File: config.mk
export PLATFORM = sky130hd
export DESIGN_NAME = mem_access_unit_flat
export DESIGN_NICKNAME = d
export VERILOG_FILES = /design/src/rtl/mem_pkg.sv /design/src/rtl/mem_access_unit_if.sv /design/src/rtl/mem_req_fifo.sv /design/src/rtl/mem_access_unit.sv /design/src/flat_wrapper.sv
export SDC_FILE = /design/constraint.sdc
export NUM_CORES = 1
export LEC_CHECK = 0
export CAP_MARGIN = 20
export CORE_ASPECT_RATIO = 1.25
export CORE_MARGIN = 5
export CORE_UTILIZATION = 51
export CTS_BUF_LIST = sky130_fd_sc_hd__clkbuf_2 sky130_fd_sc_hd__clkbuf_4 sky130_fd_sc_hd__clkbuf_8
export CTS_CLUSTER_DIAMETER = 80
export DETAILED_ROUTE_END_ITERATION = 10
export GPL_ROUTABILITY_DRIVEN = 1
export PLACE_DENSITY = 0.74
export SLEW_MARGIN = 20
export SYNTH_ARGS = -nofsm -noshare
export SYNTH_HDL_FRONTEND = slang
export SYNTH_SLANG_ARGS = --single-unit
File: constraint.sdc
create_clock -name CLK -period 2.9 [get_ports CLK]
set_clock_uncertainty 0.05 [all_clocks]
set_input_delay 0.435 -clock CLK [delete_from_list [all_inputs] [get_ports CLK]]
set_output_delay 0.435 -clock CLK [all_outputs]
set_load 0.01 [all_outputs]
File: src/rtl/mem_pkg.sv
// rtl/mem_pkg.sv - shared FSM encoding and request entry layout for mem_access_unit
package mem_pkg;

  typedef logic [1:0] state_t;

  localparam state_t ST_IDLE  = 2'd0;
  localparam state_t ST_ISSUE = 2'd1;
  localparam state_t ST_WAIT  = 2'd2;
  localparam state_t ST_RESP  = 2'd3;

  // Entry layout, MSB first: {write, tag, addr[31:0], data[31:0]}
  function automatic int entry_width(input int tag_width);
    return 1 + tag_width + 32 + 32;
  endfunction

endpackage

File: src/rtl/mem_access_unit_if.sv
// rtl/mem_access_unit_if.sv - core token, cache request/response and result handshakes
interface mem_access_unit_if #(
  parameter int TAG_WIDTH = 8
);
  logic                 IN_VALID;
  logic                 IN_WRITE;
  logic [31:0]          IN_ADDR;
  logic [31:0]          IN_DATA;
  logic [TAG_WIDTH-1:0] IN_TAG;
  logic                 IN_READY;
  logic                 REQ_ADDR_VALID;
  logic [31:0]          REQ_ADDR;
  logic                 REQ_DATA_VALID;
  logic [31:0]          REQ_DATA;
  logic                 REQ_READY;
  logic                 RSP_VALID;
  logic [31:0]          RSP_DATA;
  logic                 RSP_READY;
  logic                 OUT_VALID;
  logic [31:0]          OUT_DATA;
  logic [TAG_WIDTH-1:0] OUT_TAG;
  logic                 OUT_READY;

  modport master (
    input  IN_VALID, IN_WRITE, IN_ADDR, IN_DATA, IN_TAG, REQ_READY, RSP_VALID, RSP_DATA, OUT_READY,
    output IN_READY, REQ_ADDR_VALID, REQ_ADDR, REQ_DATA_VALID, REQ_DATA, RSP_READY,
           OUT_VALID, OUT_DATA, OUT_TAG
  );

  modport slave (
    output IN_VALID, IN_WRITE, IN_ADDR, IN_DATA, IN_TAG, REQ_READY, RSP_VALID, RSP_DATA, OUT_READY,
    input  IN_READY, REQ_ADDR_VALID, REQ_ADDR, REQ_DATA_VALID, REQ_DATA, RSP_READY,
           OUT_VALID, OUT_DATA, OUT_TAG
  );
endinterface

File: src/rtl/mem_req_fifo.sv
// rtl/mem_req_fifo.sv - synchronous request FIFO, head entry visible combinationally
module mem_req_fifo #(
  parameter int WIDTH = 73,
  parameter int DEPTH = 4,
  localparam int AW = $clog2(DEPTH),
  localparam int CW = AW + 1
) (
  input  logic             clk,
  input  logic             rst,
  input  logic             push,
  input  logic [WIDTH-1:0] push_data,
  input  logic             pop,
  output logic [WIDTH-1:0] head,
  output logic [CW-1:0]    count
);

  logic [WIDTH-1:0] mem [DEPTH];
  logic [AW-1:0]    wr_ptr;
  logic [AW-1:0]    rd_ptr;
  logic             do_push;
  logic             do_pop;

  assign do_push = push && (count != CW'(DEPTH));
  assign do_pop  = pop && (count != '0);
  assign head    = mem[rd_ptr];

  // Pointers wrap naturally; simultaneous push and pop leave count unchanged.
  always_ff @(posedge clk) begin
    if (rst) begin
      wr_ptr <= '0;
      rd_ptr <= '0;
      count  <= '0;
    end else begin
      if (do_push) wr_ptr <= wr_ptr + AW'(1);
      if (do_pop)  rd_ptr <= rd_ptr + AW'(1);
      case ({do_push, do_pop})
        2'b10:   count <= count + CW'(1);
        2'b01:   count <= count - CW'(1);
        default: count <= count;
      endcase
    end
  end

  always_ff @(posedge clk) begin
    if (do_push) mem[wr_ptr] <= push_data;
  end

endmodule

File: src/rtl/mem_access_unit.sv
// rtl/mem_access_unit.sv - buffers tagged load/store tokens and issues them one at a time to the cache
module mem_access_unit
  import mem_pkg::*;
#(
  parameter int TAG_WIDTH = 8,
  parameter int DEPTH     = 4,
  parameter int STORE_ACK = 1
) (
  input  logic               CLK,
  input  logic               RST,
  mem_access_unit_if.master  bus
);

  localparam int EW = entry_width(TAG_WIDTH);
  localparam int CW = $clog2(DEPTH) + 1;
  localparam bit ACK_STORES = (STORE_ACK != 0);

  logic [EW-1:0]        head;
  logic [CW-1:0]        count;
  logic                 fifo_full, fifo_empty, in_ready, push;
  logic                 head_write;
  logic [TAG_WIDTH-1:0] head_tag;
  logic [31:0]          head_addr, head_data;

  state_t state_q, state_d;
  logic   rsp_ready, out_valid, issue_fire, capture, load_req;

  logic                 req_addr_valid_q, req_data_valid_q;
  logic [31:0]          req_addr_q, req_data_q;
  logic                 pend_write_q;
  logic [TAG_WIDTH-1:0] pend_tag_q;
  logic [31:0]          pend_data_q;
  logic [31:0]          out_data_q;
  logic [TAG_WIDTH-1:0] out_tag_q;

  assign fifo_full  = (count == CW'(DEPTH));
  assign fifo_empty = (count == '0);
  assign in_ready   = !fifo_full && !RST;
  assign push       = bus.IN_VALID && in_ready;

  assign head_write = head[EW-1];
  assign head_tag   = head[64 +: TAG_WIDTH];
  assign head_addr  = head[63:32];
  assign head_data  = head[31:0];

  mem_req_fifo #(
    .WIDTH (EW),
    .DEPTH (DEPTH)
  ) u_fifo (
    .clk       (CLK),
    .rst       (RST),
    .push      (push),
    .push_data ({bus.IN_WRITE, bus.IN_TAG, bus.IN_ADDR, bus.IN_DATA}),
    .pop       (issue_fire),
    .head      (head),
    .count     (count)
  );

  always_ff @(posedge CLK) begin
    if (RST) state_q <= ST_IDLE;
    else     state_q <= state_d;
  end

  always_comb begin
    state_d = state_q;
    case (state_q)
      ST_IDLE:  if (!fifo_empty) state_d = ST_ISSUE;
      ST_ISSUE: if (bus.REQ_READY) state_d = ST_WAIT;
      ST_WAIT:  if (bus.RSP_VALID) state_d = (pend_write_q && !ACK_STORES) ? ST_IDLE : ST_RESP;
      ST_RESP:  if (bus.OUT_READY) state_d = fifo_empty ? ST_IDLE : ST_ISSUE;
      default:  state_d = ST_IDLE;
    endcase
  end

  // RESP hands straight to ISSUE when more work is queued, skipping the IDLE cycle.
  always_comb begin
    rsp_ready  = (state_q == ST_WAIT);
    out_valid  = (state_q == ST_RESP);
    issue_fire = (state_q == ST_ISSUE) && bus.REQ_READY;
    capture    = (state_q == ST_WAIT) && bus.RSP_VALID;
    load_req   = !fifo_empty &&
                 ((state_q == ST_IDLE) || ((state_q == ST_RESP) && bus.OUT_READY));
  end

  always_ff @(posedge CLK) begin
    if (RST) begin
      req_addr_valid_q <= 1'b0;
      req_data_valid_q <= 1'b0;
      req_addr_q       <= '0;
      req_data_q       <= '0;
      pend_write_q     <= 1'b0;
      pend_tag_q       <= '0;
      pend_data_q      <= '0;
      out_data_q       <= '0;
      out_tag_q        <= '0;
    end else begin
      if (load_req) begin
        req_addr_valid_q <= 1'b1;
        req_data_valid_q <= head_write;
        req_addr_q       <= head_addr;
        req_data_q       <= head_data;
      end
      if (issue_fire) begin
        req_addr_valid_q <= 1'b0;
        req_data_valid_q <= 1'b0;
        pend_write_q     <= head_write;
        pend_tag_q       <= head_tag;
        pend_data_q      <= head_data;
      end
      // A store acknowledgement returns the value that was written.
      if (capture) begin
        out_data_q <= pend_write_q ? pend_data_q : bus.RSP_DATA;
        out_tag_q  <= pend_tag_q;
      end
    end
  end

  assign bus.IN_READY       = in_ready;
  assign bus.REQ_ADDR_VALID = req_addr_valid_q;
  assign bus.REQ_DATA_VALID = req_data_valid_q;
  assign bus.REQ_ADDR       = req_addr_q;
  assign bus.REQ_DATA       = req_data_q;
  assign bus.RSP_READY      = rsp_ready;
  assign bus.OUT_VALID      = out_valid;
  assign bus.OUT_DATA       = out_data_q;
  assign bus.OUT_TAG        = out_tag_q;

endmodule

File: src/flat_wrapper.sv
// flat-port wrapper written by rule: the top's interface ports become plain ports
module mem_access_unit_flat import mem_pkg::*;
#(
  parameter int TAG_WIDTH = 8,
  parameter int DEPTH     = 4,
  parameter int STORE_ACK = 1
)
  (CLK, RST, bus_IN_VALID, bus_IN_WRITE, bus_IN_ADDR, bus_IN_DATA, bus_IN_TAG, bus_REQ_READY, bus_RSP_VALID, bus_RSP_DATA, bus_OUT_READY, bus_IN_READY, bus_REQ_ADDR_VALID, bus_REQ_ADDR, bus_REQ_DATA_VALID, bus_REQ_DATA, bus_RSP_READY, bus_OUT_VALID, bus_OUT_DATA, bus_OUT_TAG);
  mem_access_unit_if #(.TAG_WIDTH(TAG_WIDTH)) bus_i ();
  input  logic CLK;
  input  logic RST;
  input wire logic [$bits(bus_i.IN_VALID)-1:0] bus_IN_VALID;
  input wire logic [$bits(bus_i.IN_WRITE)-1:0] bus_IN_WRITE;
  input wire logic [$bits(bus_i.IN_ADDR)-1:0] bus_IN_ADDR;
  input wire logic [$bits(bus_i.IN_DATA)-1:0] bus_IN_DATA;
  input wire logic [$bits(bus_i.IN_TAG)-1:0] bus_IN_TAG;
  input wire logic [$bits(bus_i.REQ_READY)-1:0] bus_REQ_READY;
  input wire logic [$bits(bus_i.RSP_VALID)-1:0] bus_RSP_VALID;
  input wire logic [$bits(bus_i.RSP_DATA)-1:0] bus_RSP_DATA;
  input wire logic [$bits(bus_i.OUT_READY)-1:0] bus_OUT_READY;
  output wire logic [$bits(bus_i.IN_READY)-1:0] bus_IN_READY;
  output wire logic [$bits(bus_i.REQ_ADDR_VALID)-1:0] bus_REQ_ADDR_VALID;
  output wire logic [$bits(bus_i.REQ_ADDR)-1:0] bus_REQ_ADDR;
  output wire logic [$bits(bus_i.REQ_DATA_VALID)-1:0] bus_REQ_DATA_VALID;
  output wire logic [$bits(bus_i.REQ_DATA)-1:0] bus_REQ_DATA;
  output wire logic [$bits(bus_i.RSP_READY)-1:0] bus_RSP_READY;
  output wire logic [$bits(bus_i.OUT_VALID)-1:0] bus_OUT_VALID;
  output wire logic [$bits(bus_i.OUT_DATA)-1:0] bus_OUT_DATA;
  output wire logic [$bits(bus_i.OUT_TAG)-1:0] bus_OUT_TAG;
  assign bus_i.IN_VALID = bus_IN_VALID;
  assign bus_i.IN_WRITE = bus_IN_WRITE;
  assign bus_i.IN_ADDR = bus_IN_ADDR;
  assign bus_i.IN_DATA = bus_IN_DATA;
  assign bus_i.IN_TAG = bus_IN_TAG;
  assign bus_i.REQ_READY = bus_REQ_READY;
  assign bus_i.RSP_VALID = bus_RSP_VALID;
  assign bus_i.RSP_DATA = bus_RSP_DATA;
  assign bus_i.OUT_READY = bus_OUT_READY;
  assign bus_IN_READY = bus_i.IN_READY;
  assign bus_REQ_ADDR_VALID = bus_i.REQ_ADDR_VALID;
  assign bus_REQ_ADDR = bus_i.REQ_ADDR;
  assign bus_REQ_DATA_VALID = bus_i.REQ_DATA_VALID;
  assign bus_REQ_DATA = bus_i.REQ_DATA;
  assign bus_RSP_READY = bus_i.RSP_READY;
  assign bus_OUT_VALID = bus_i.OUT_VALID;
  assign bus_OUT_DATA = bus_i.OUT_DATA;
  assign bus_OUT_TAG = bus_i.OUT_TAG;
  mem_access_unit #(.TAG_WIDTH(TAG_WIDTH), .DEPTH(DEPTH), .STORE_ACK(STORE_ACK)) u_core (.CLK(CLK), .RST(RST), .bus(bus_i));
endmodule
==> flow_summary.html, run 1 <==
<table>
<tr><th>Metric</th><th>Value</th></tr>
<tr><th colspan="2">Cells and area</th></tr>
<tr><td>Area of combinational cells with multiple inputs</td><td>slightly above 4000 um^2</td></tr>
<tr><td>Sequential cell area</td><td>11940 um^2</td></tr>
<tr><td>Filler Cells Inserted</td><td>2301</td></tr>
<tr><td>Layout overhead on the synthesized area</td><td>25.12%</td></tr>
<tr><td>Net count, final</td><td>approximately 1.4k</td></tr>
<tr><td>Share of final-layout standard cells stronger than drive strength 1</td><td>17.35%</td></tr>
<tr><td>Antenna fix cells</td><td>0</td></tr>
<tr><th colspan="2">Power</th></tr>
<tr><td>IR drop worst, VDD</td><td>490.3 uV</td></tr>
<tr><td>Power Dens Cells</td><td>711.4 nW/um^2</td></tr>
<tr><td>Pleak</td><td>0.006656 uW</td></tr>
<tr><th colspan="2">Die</th></tr>
<tr><td>I/O pin count</td><td>220</td></tr>
<tr><td>Standard cell core area</td><td>31790 um^2</td></tr>
<tr><td>Floorplan die area</td><td>35830 um^2</td></tr>
<tr><td>Die width</td><td>170.3 um</td></tr>
<tr><td>Num rows</td><td>73</td></tr>
<tr><td>Die H</td><td>210.4 um</td></tr>
<tr><td>Initial Utilization</td><td>51.54%</td></tr>
<tr><th colspan="2">Setup path</th></tr>
<tr><td>CP Data Arrival Time</td><td>2.83 ns</td></tr>
<tr><td>Slowest-stage cell, CP</td><td>dfxtp_1</td></tr>
<tr><td>Element type at the critical path end</td><td>flop</td></tr>
<tr><td>Crit path top cell by count</td><td>ha_1</td></tr>
<tr><td>Required time at the worst-slack endpoint</td><td>3.35 ns</td></tr>
<tr><td>Startpoint Class</td><td>flop</td></tr>
<tr><td>CP Buf/Inv Count</td><td>1</td></tr>
<tr><td>Slowest Stage Delay on Critical Path</td><td>between 0.4 and 0.5 ns</td></tr>
<tr><td>Worst path top cell family by delay</td><td>adder cells</td></tr>
<tr><td>Start-to-end type of the worst setup path</td><td>flop to flop</td></tr>
<tr><td>Critical-path cell list</td><td>ha_1 -&gt; o311a_1 -&gt; ha_1 -&gt; inv_1 -&gt; fa_1 -&gt; xor2_1 -&gt; or3_1 -&gt; a21oi_1</td></tr>
<tr><td>Maximum net fanout on the critical path</td><td>6</td></tr>
<tr><th colspan="2">Placement</th></tr>
<tr><td>Dpl hpwl</td><td>21.39 mm</td></tr>
<tr><td>Port Buf Inserts</td><td>between 200 and 250</td></tr>
<tr><td>Post-Place Worst Slack</td><td>0.2841 ns</td></tr>
<tr><td>Gp weighted congestion</td><td>0.7291</td></tr>
<tr><th colspan="2">Routing</th></tr>
<tr><td>Routed via count</td><td>9413</td></tr>
<tr><td>Number of violations reported at the end of detailed-routing iteration 0</td><td>517</td></tr>
<tr><td>First drt pass iteration count</td><td>5</td></tr>
<tr><td>Final WL</td><td>35.26 mm</td></tr>
<tr><td>Vias/cell</td><td>~5.5</td></tr>
<tr><td>Routed wire per std cell</td><td>20.43 um</td></tr>
<tr><td>DRC</td><td>0</td></tr>
<tr><td>Number of nets still failing antenna checks after routing</td><td>0</td></tr>
<tr><th colspan="2">Global routing</th></tr>
<tr><td>First-pass GRT wire length</td><td>54.86 mm</td></tr>
<tr><td>Largest net degree at the start of global routing</td><td>roughly 80</td></tr>
<tr><td>Vias in the first global route</td><td>9838</td></tr>
<tr><td>Global-route congestion overflow total</td><td>0</td></tr>
<tr><td>Antenna violations before repair</td><td>4</td></tr>
<tr><td>Aggregate global-route resource usage</td><td>19.74%</td></tr>
<tr><th colspan="2">STA</th></tr>
<tr><td>Max-slew headroom at the worst pin</td><td>32.65%</td></tr>
<tr><td>Final period utilization</td><td>between 80% and 90%</td></tr>
<tr><td>Tightest Pin Transition</td><td>1.010 ns</td></tr>
<tr><td>Final period demand of the worst path</td><td>between 2 and 2.5 ns</td></tr>
<tr><td>TNS Setup</td><td>0 ns</td></tr>
<tr><td>Post-route worst setup slack</td><td>0.5191 ns</td></tr>
<tr><td>Hold slack</td><td>0.2689 ns</td></tr>
<tr><td>Total setup violations reported at the end of the flow</td><td>0</td></tr>
<tr><td>Number of hold violations in the final report</td><td>0</td></tr>
<tr><td>Final number of max-transition violations</td><td>0</td></tr>
<tr><td>Setup repair after global routing missed its margin</td><td>false</td></tr>
<tr><td>Maximum clock frequency</td><td>between 400 and 500 MHz</td></tr>
<tr><th colspan="2">CTS</th></tr>
<tr><td>H-tree depth reported by CTS</td><td>3</td></tr>
<tr><td>Clock transition at the register clock pins on the worst setup and hold paths after CTS</td><td>0.06 ns</td></tr>
<tr><td>Clock tree from TritonCTS</td><td>yes</td></tr>
<tr><td>Total clock buffers created by CTS</td><td>68</td></tr>
<tr><td>Maximum buffer depth of the clock tree</td><td>3</td></tr>
<tr><td>Cells resized by post-CTS repair</td><td>0</td></tr>
<tr><td>Number of buffers inserted for hold repair after clock tree synthesis</td><td>0</td></tr>
<tr><td>Clock tree root driver cell</td><td>clkbuf_8</td></tr>
<tr><td>Worst-Skew Late Latency</td><td>0.58 ns</td></tr>
<tr><td>Clock Sinks</td><td>450</td></tr>
<tr><td>Post-CTS Setup Repair Bufs</td><td>0</td></tr>
<tr><th colspan="2">Synthesis</th></tr>
<tr><td>#FFs+latches synth</td><td>450</td></tr>
<tr><td>Synth async-reset ratio</td><td>0%</td></tr>
<tr><td>Instance count of the mapped netlist</td><td>1013</td></tr>
<tr><td>Leading register cell type out of synthesis</td><td>edfxtp_1</td></tr>
<tr><td>Post-synthesis instance area</td><td>about 16000 um^2</td></tr>
<tr><td>Share of the yosys chip area belonging to registers</td><td>72.83%</td></tr>
<tr><td>Net Count, Synth</td><td>1135</td></tr>
<tr><td>Number of synthesis warnings</td><td>0</td></tr>
<tr><td>Avg Synthesized Cell Area</td><td>16.17 um^2</td></tr>
<tr><td>Synth cell types</td><td>38</td></tr>
<tr><td>Number of synthesized flops with an enable pin</td><td>between 200 and 300</td></tr>
<tr><th colspan="2">Hold path</th></tr>
<tr><td>Class of the worst hold path</td><td>primary input to flop</td></tr>
<tr><th colspan="2">Flow run</th></tr>
<tr><td>Count of maximum capacitance violations</td><td>0</td></tr>
<tr><th colspan="2">Status</th></tr>
<tr><td>Outcome</td><td>complete, no violations</td></tr>
</table>
[synthesized netlist by cell type, types with 9 or more instances]
cell type,instances,share of area [%]
mux2i_1,33,2.0
a22o_1,41,2.2
a21oi_1,77,2.4
clkbuf_1,19,0.44
edfxtp_1,292,54
buf_2,27,0.82
buf_4,10,0.46
dfxtp_1,158,19
nand2_1,150,3.4
mux4_2,73,10
ha_1,10,0.76
nor2_1,42,0.96
a211oi_1,32,1.5
inv_1,9,0.21
[registers in the layout, indices dropped and copies added (netlist names), named ones only]
| register | cells |
|---|---|
| u_core.u_fifo.mem | 292 |
| u_core.bus.OUT_DATA | 32 |
| u_core.bus.REQ_ADDR | 32 |
| u_core.bus.REQ_DATA | 32 |
| u_core.pend_data_q | 32 |
| u_core.bus.OUT_TAG | 8 |
| u_core.pend_tag_q | 8 |
| u_core.u_fifo.count | 3 |
| u_core.state_q | 2 |
| u_core.u_fifo.rd_ptr | 2 |
| u_core.u_fifo.wr_ptr | 2 |
| u_core.bus.REQ_ADDR_VALID | 1 |
| u_core.bus.REQ_DATA_VALID | 1 |
| u_core.pend_write_q | 1 |
[where the power goes]
part	internal [uW]	switching (uW)	leakage, uW
Clock	2860	2310	0.000731
Sequential	7230	220	0.00394
Combinational	963	1010	0.00199
Total	11000	3530	0.00666
[through the flow]
step,power (uW),cells,instance area [um^2],utilization (%)
6_report,14580,1726,20500,64.49
4_1_cts,14740,1726,20500,64.49
3_5_place_dp,9573,1600,19120,60.15
2_1_floorplan,8595,1013,16390,-
3_3_place_gp,9522,1600,19120,60.15
5_1_grt,15260,1726,20500,64.49
[logic make-up (layout without fill, tap and decap cells)]
logic type               after synthesis  in the layout  synth area share (%)
flip-flops                           450            450                 72.83
XOR/XNOR                               5              5                0.2673
AND/OR/NAND/NOR                      207            207                 4.995
buffers and inverters                 74            375                 2.367
AO/OA/AOI/OAI                        160            160                 6.606
multiplexers                         106            106                 12.05
adder cells (fa/ha/maj)               11             11                0.8859
[final cells by class]
type,instances,area share [%]
clock inverters,18,0.5799
flip-flops and latches,450,58.25
well taps,412,2.515
repair buffers,239,12.33
multi-input cells,489,19.99
clock buffers,108,6.153
inverters,10,0.1831
[final timing paths]
check | from | end | slack, ns | cells past startpoint
min reg2reg | u_core.pend_tag_q[5] | u_core.bus.OUT_TAG[5] | 0.40 | 2
min | RST | u_core.u_fifo.wr_ptr[1] | 0.27 | 5
max reg2reg | u_core.state_q[0] | u_core.u_fifo.count[2] | 0.52 | 8
max | u_core.state_q[0] | u_core.u_fifo.count[2] | 0.52 | 8
[placed cells by master (no fill, tap or decap), types with 10 or more instances in the layout]
master           instances
edfxtp_1               292
clkdlybuf4s50_1        218
dfxtp_1                155
nand2_1                150
a21oi_1                 76
mux4_2                  73
clkbuf_8                72
nor2_1                  41
a22o_1                  41
clkbuf_4                36
mux2i_1                 33
a211oi_1                32
buf_12                  15
ha_1                    10
[worst min-delay path, cell delays in order]
cell	delay, ns
buf_4	0.10
a211oi_4	0.04
buf_4	0.15
nand2_1	0.06
o31ai_1	0.05
[routing by layer]
layer	GRT usage, %	vias to the layer above	wire, um
li1	-	4334	-
met1	25.29	4701	14180
met2	33.43	298	17870
met3	4.896	72	2399
met4	6.116	8	743
met5	0	-	61
Note: power is estimated with default switching activity, not from simulation.
==> run 2: changes to the inputs <==
==> constraint.sdc (replaced) <==
create_clock -name CLK -period 2.1 [get_ports CLK]
set_clock_uncertainty 0.05 [all_clocks]
set_input_delay 0.315 -clock CLK [delete_from_list [all_inputs] [get_ports CLK]]
set_output_delay 0.315 -clock CLK [all_outputs]
set_load 0.01 [all_outputs]
==> flow_summary.html, run 2 (synthesis gave the netlist of run 1 again) <==
<table>
<tr><th>Metric</th><th>Value</th></tr>
<tr><th colspan="2">Status</th></tr>
<tr><td>Outcome</td><td>complete, no violations</td></tr>
<tr><th colspan="2">Die</th></tr>
<tr><td>Die H</td><td>210.4 um</td></tr>
<tr><td>Num rows</td><td>73</td></tr>
<tr><td>Die width</td><td>170.3 um</td></tr>
<tr><td>Initial Utilization</td><td>51.54%</td></tr>
<tr><td>I/O pin count</td><td>220</td></tr>
<tr><td>Floorplan die area</td><td>35830 um^2</td></tr>
<tr><td>Standard cell core area</td><td>around 32000 um^2</td></tr>
<tr><th colspan="2">CTS</th></tr>
<tr><td>Maximum buffer depth of the clock tree</td><td>3</td></tr>
<tr><td>H-tree depth reported by CTS</td><td>3</td></tr>
<tr><td>Clock tree from TritonCTS</td><td>yes</td></tr>
<tr><td>Clock transition at the register clock pins on the worst setup and hold paths after CTS</td><td>0.06 ns</td></tr>
<tr><td>Clock Sinks</td><td>450</td></tr>
<tr><td>Worst-Skew Late Latency</td><td>roughly 0.58 ns</td></tr>
<tr><td>Clock tree root driver cell</td><td>clkbuf_8</td></tr>
<tr><td>Number of buffers inserted for hold repair after clock tree synthesis</td><td>0</td></tr>
<tr><td>Total clock buffers created by CTS</td><td>67</td></tr>
<tr><th colspan="2">STA</th></tr>
<tr><td>Tightest Pin Transition</td><td>0.5987 ns</td></tr>
<tr><td>Total setup violations reported at the end of the flow</td><td>0</td></tr>
<tr><td>Final number of max-transition violations</td><td>0</td></tr>
<tr><td>Number of hold violations in the final report</td><td>0</td></tr>
<tr><td>Final period utilization</td><td>95.16%</td></tr>
<tr><td>Final period demand of the worst path</td><td>1.998 ns</td></tr>
<tr><td>Max-slew headroom at the worst pin</td><td>60.09%</td></tr>
<tr><td>Setup repair after global routing missed its margin</td><td>false</td></tr>
<tr><td>Maximum clock frequency</td><td>around 500 MHz</td></tr>
<tr><th colspan="2">Routing</th></tr>
<tr><td>Vias/cell</td><td>5.412</td></tr>
<tr><td>Routed via count</td><td>~9.5k</td></tr>
<tr><td>DRC</td><td>0</td></tr>
<tr><td>First drt pass iteration count</td><td>5</td></tr>
<tr><td>Final WL</td><td>36.19 mm</td></tr>
<tr><td>Number of nets still failing antenna checks after routing</td><td>0</td></tr>
<tr><td>Routed wire per std cell</td><td>20.64 um</td></tr>
<tr><td>Number of violations reported at the end of detailed-routing iteration 0</td><td>699</td></tr>
<tr><th colspan="2">Cells and area</th></tr>
<tr><td>Filler Cells Inserted</td><td>around 2.2k</td></tr>
<tr><td>Share of final-layout standard cells stronger than drive strength 1</td><td>about a fifth</td></tr>
<tr><td>Core occupancy in the finished layout</td><td>65.88%</td></tr>
<tr><td>Most flops, register</td><td>u_core.u_fifo.mem</td></tr>
<tr><td>Area of combinational cells with multiple inputs</td><td>4138 um^2</td></tr>
<tr><td>Layout overhead on the synthesized area</td><td>27.82%</td></tr>
<tr><td>Final Cell Area</td><td>between 20000 and 25000 um^2</td></tr>
<tr><td>Commonest non-fill, non-tap cell in the layout</td><td>edfxtp_1</td></tr>
<tr><td>Sequential cell area</td><td>11940 um^2</td></tr>
<tr><td>Net count, final</td><td>approximately 1.4k</td></tr>
<tr><td>Max FFs per register</td><td>292</td></tr>
<tr><td>Highest-count cells in the layout ignoring fill and taps</td><td>edfxtp_1, clkdlybuf4s50_1, dfxtp_1</td></tr>
<tr><th colspan="2">Global routing</th></tr>
<tr><td>Most Used Layer, Global Route</td><td>met2</td></tr>
<tr><td>Antenna violations before repair</td><td>5</td></tr>
<tr><td>GR Util met3</td><td>5.177%</td></tr>
<tr><td>First-pass GRT wire length</td><td>roughly 56 mm</td></tr>
<tr><td>Aggregate global-route resource usage</td><td>around 20%</td></tr>
<tr><td>Vias in the first global route</td><td>9893</td></tr>
<tr><td>Grt met2 use</td><td>roughly a third</td></tr>
<tr><td>Global-route congestion overflow total</td><td>0</td></tr>
<tr><td>GR Layer Usage met1</td><td>25.63%</td></tr>
<tr><td>Largest net degree at the start of global routing</td><td>between 70 and 80</td></tr>
<tr><th colspan="2">Power</th></tr>
<tr><td>Pleak</td><td>a little under 0.007 uW</td></tr>
<tr><td>Fraction of power consumed by the clock network</td><td>35.3%</td></tr>
<tr><td>IR drop worst, VDD</td><td>slightly above 600 uV</td></tr>
<tr><td>Part of the power in registers</td><td>roughly half</td></tr>
<tr><td>Switching fraction of total power</td><td>24.23%</td></tr>
<tr><td>Design internal power</td><td>approximately 15000 uW</td></tr>
<tr><td>Power Dens Cells</td><td>slightly below 1000 nW/um^2</td></tr>
<tr><td>Combinational cell fraction of total power</td><td>between 10% and 20%</td></tr>
<tr><td>P_sw</td><td>4957 uW</td></tr>
<tr><th colspan="2">Hold path</th></tr>
<tr><td>Class of the worst hold path</td><td>primary input to flop</td></tr>
<tr><th colspan="2">Placement</th></tr>
<tr><td>Gp weighted congestion</td><td>0.7228</td></tr>
<tr><td>Port Buf Inserts</td><td>219</td></tr>
<tr><td>Area of placed instances</td><td>19480 um^2</td></tr>
<tr><td>Dpl hpwl</td><td>24.16 mm</td></tr>
<tr><th colspan="2">Setup path</th></tr>
<tr><td>Maximum net fanout on the critical path</td><td>3</td></tr>
<tr><td>Startpoint Class</td><td>flop</td></tr>
<tr><td>Element type at the critical path end</td><td>flop</td></tr>
<tr><td>CP Data Arrival Time</td><td>2.46 ns</td></tr>
<tr><td>Required time at the worst-slack endpoint</td><td>2.56 ns</td></tr>
<tr><td>Start-to-end type of the worst setup path</td><td>flop to flop</td></tr>
<tr><th colspan="2">Flow run</th></tr>
<tr><td>Count of maximum capacitance violations</td><td>0</td></tr>
</table>
run 2: layout make-up:
cell class                 instances  share of cell area (%)
antenna                            2                 0.02390
clock buffer                     108                   6.172
clock inverter                    14                  0.5079
inverter                          10                  0.1792
multi-input combinational        489                   19.76
sequential                       450                   57.02
tap                              412                   2.462
timing repair buffer             268                   13.87
run 2: timing repair:
item                                    4_1_cts  5_1_grt
cloned                                        0        0
setup buffers                                 1        1
pin swaps                                     1        1
gates resized for setup                       7        8
endpoints found under the setup margin        4        2
run 2: path summary, 6_finish.rpt:
| path | start | to | slack, ns | cells after the start |
|---|---|---|---|---|
| setup / recovery | u_core.state_q[1] | u_core.u_fifo.count[2] | 0.10 | 9 |
| setup reg to reg | u_core.state_q[1] | u_core.u_fifo.count[2] | 0.10 | 9 |
| hold / removal | RST | u_core.u_fifo.wr_ptr[1] | 0.18 | 5 |
| hold reg to reg | u_core.bus.REQ_DATA[28] | u_core.bus.REQ_DATA[28] | 0.40 | 2 |
run 2: power groups by stage:
stage	combinational [uW]	sequential (uW)	clock, uW
2_1_floorplan	1360	10500	0
3_3_place_gp	2900	10400	0
3_5_place_dp	2960	10400	0
4_1_cts	2970	10300	7400
5_1_grt	3220	10300	7810
6_report	2970	10300	7230
run 2: through the flow:
step,cells,power (uW),setup slack [ns],hold slack [ns],TNS [ns]
floorplan,1013,11870,-0.2054,0.3639,-59.98
global placement,1627,13320,-0.1907,0.3914,-0.2515
detailed placement,1627,13400,-0.2279,0.3966,-1.006
CTS,1750,20640,0.003467,0.1463,0
global route,1752,21350,0.01383,0.1837,0
finish,1753,20450,0.1017,0.1797,0
run 2: layer usage:
layer / routed length (um) / share of wire [%]
met1: 14580 / 40
met2: 18560 / 51
met3: 2364 / 6.5
met5: 41 / 0.11
met4: 640 / 1.8
run 2: worst max-delay path, stage by stage, from the launching register on:
cell	delay, ns
dfxtp_1	0.32
inv_2	0.08
ha_4	0.14
o311a_1	0.18
ha_2	0.18
inv_1	0.05
fa_2	0.33
xor2_1	0.15
or3_1	0.32
a21oi_2	0.12
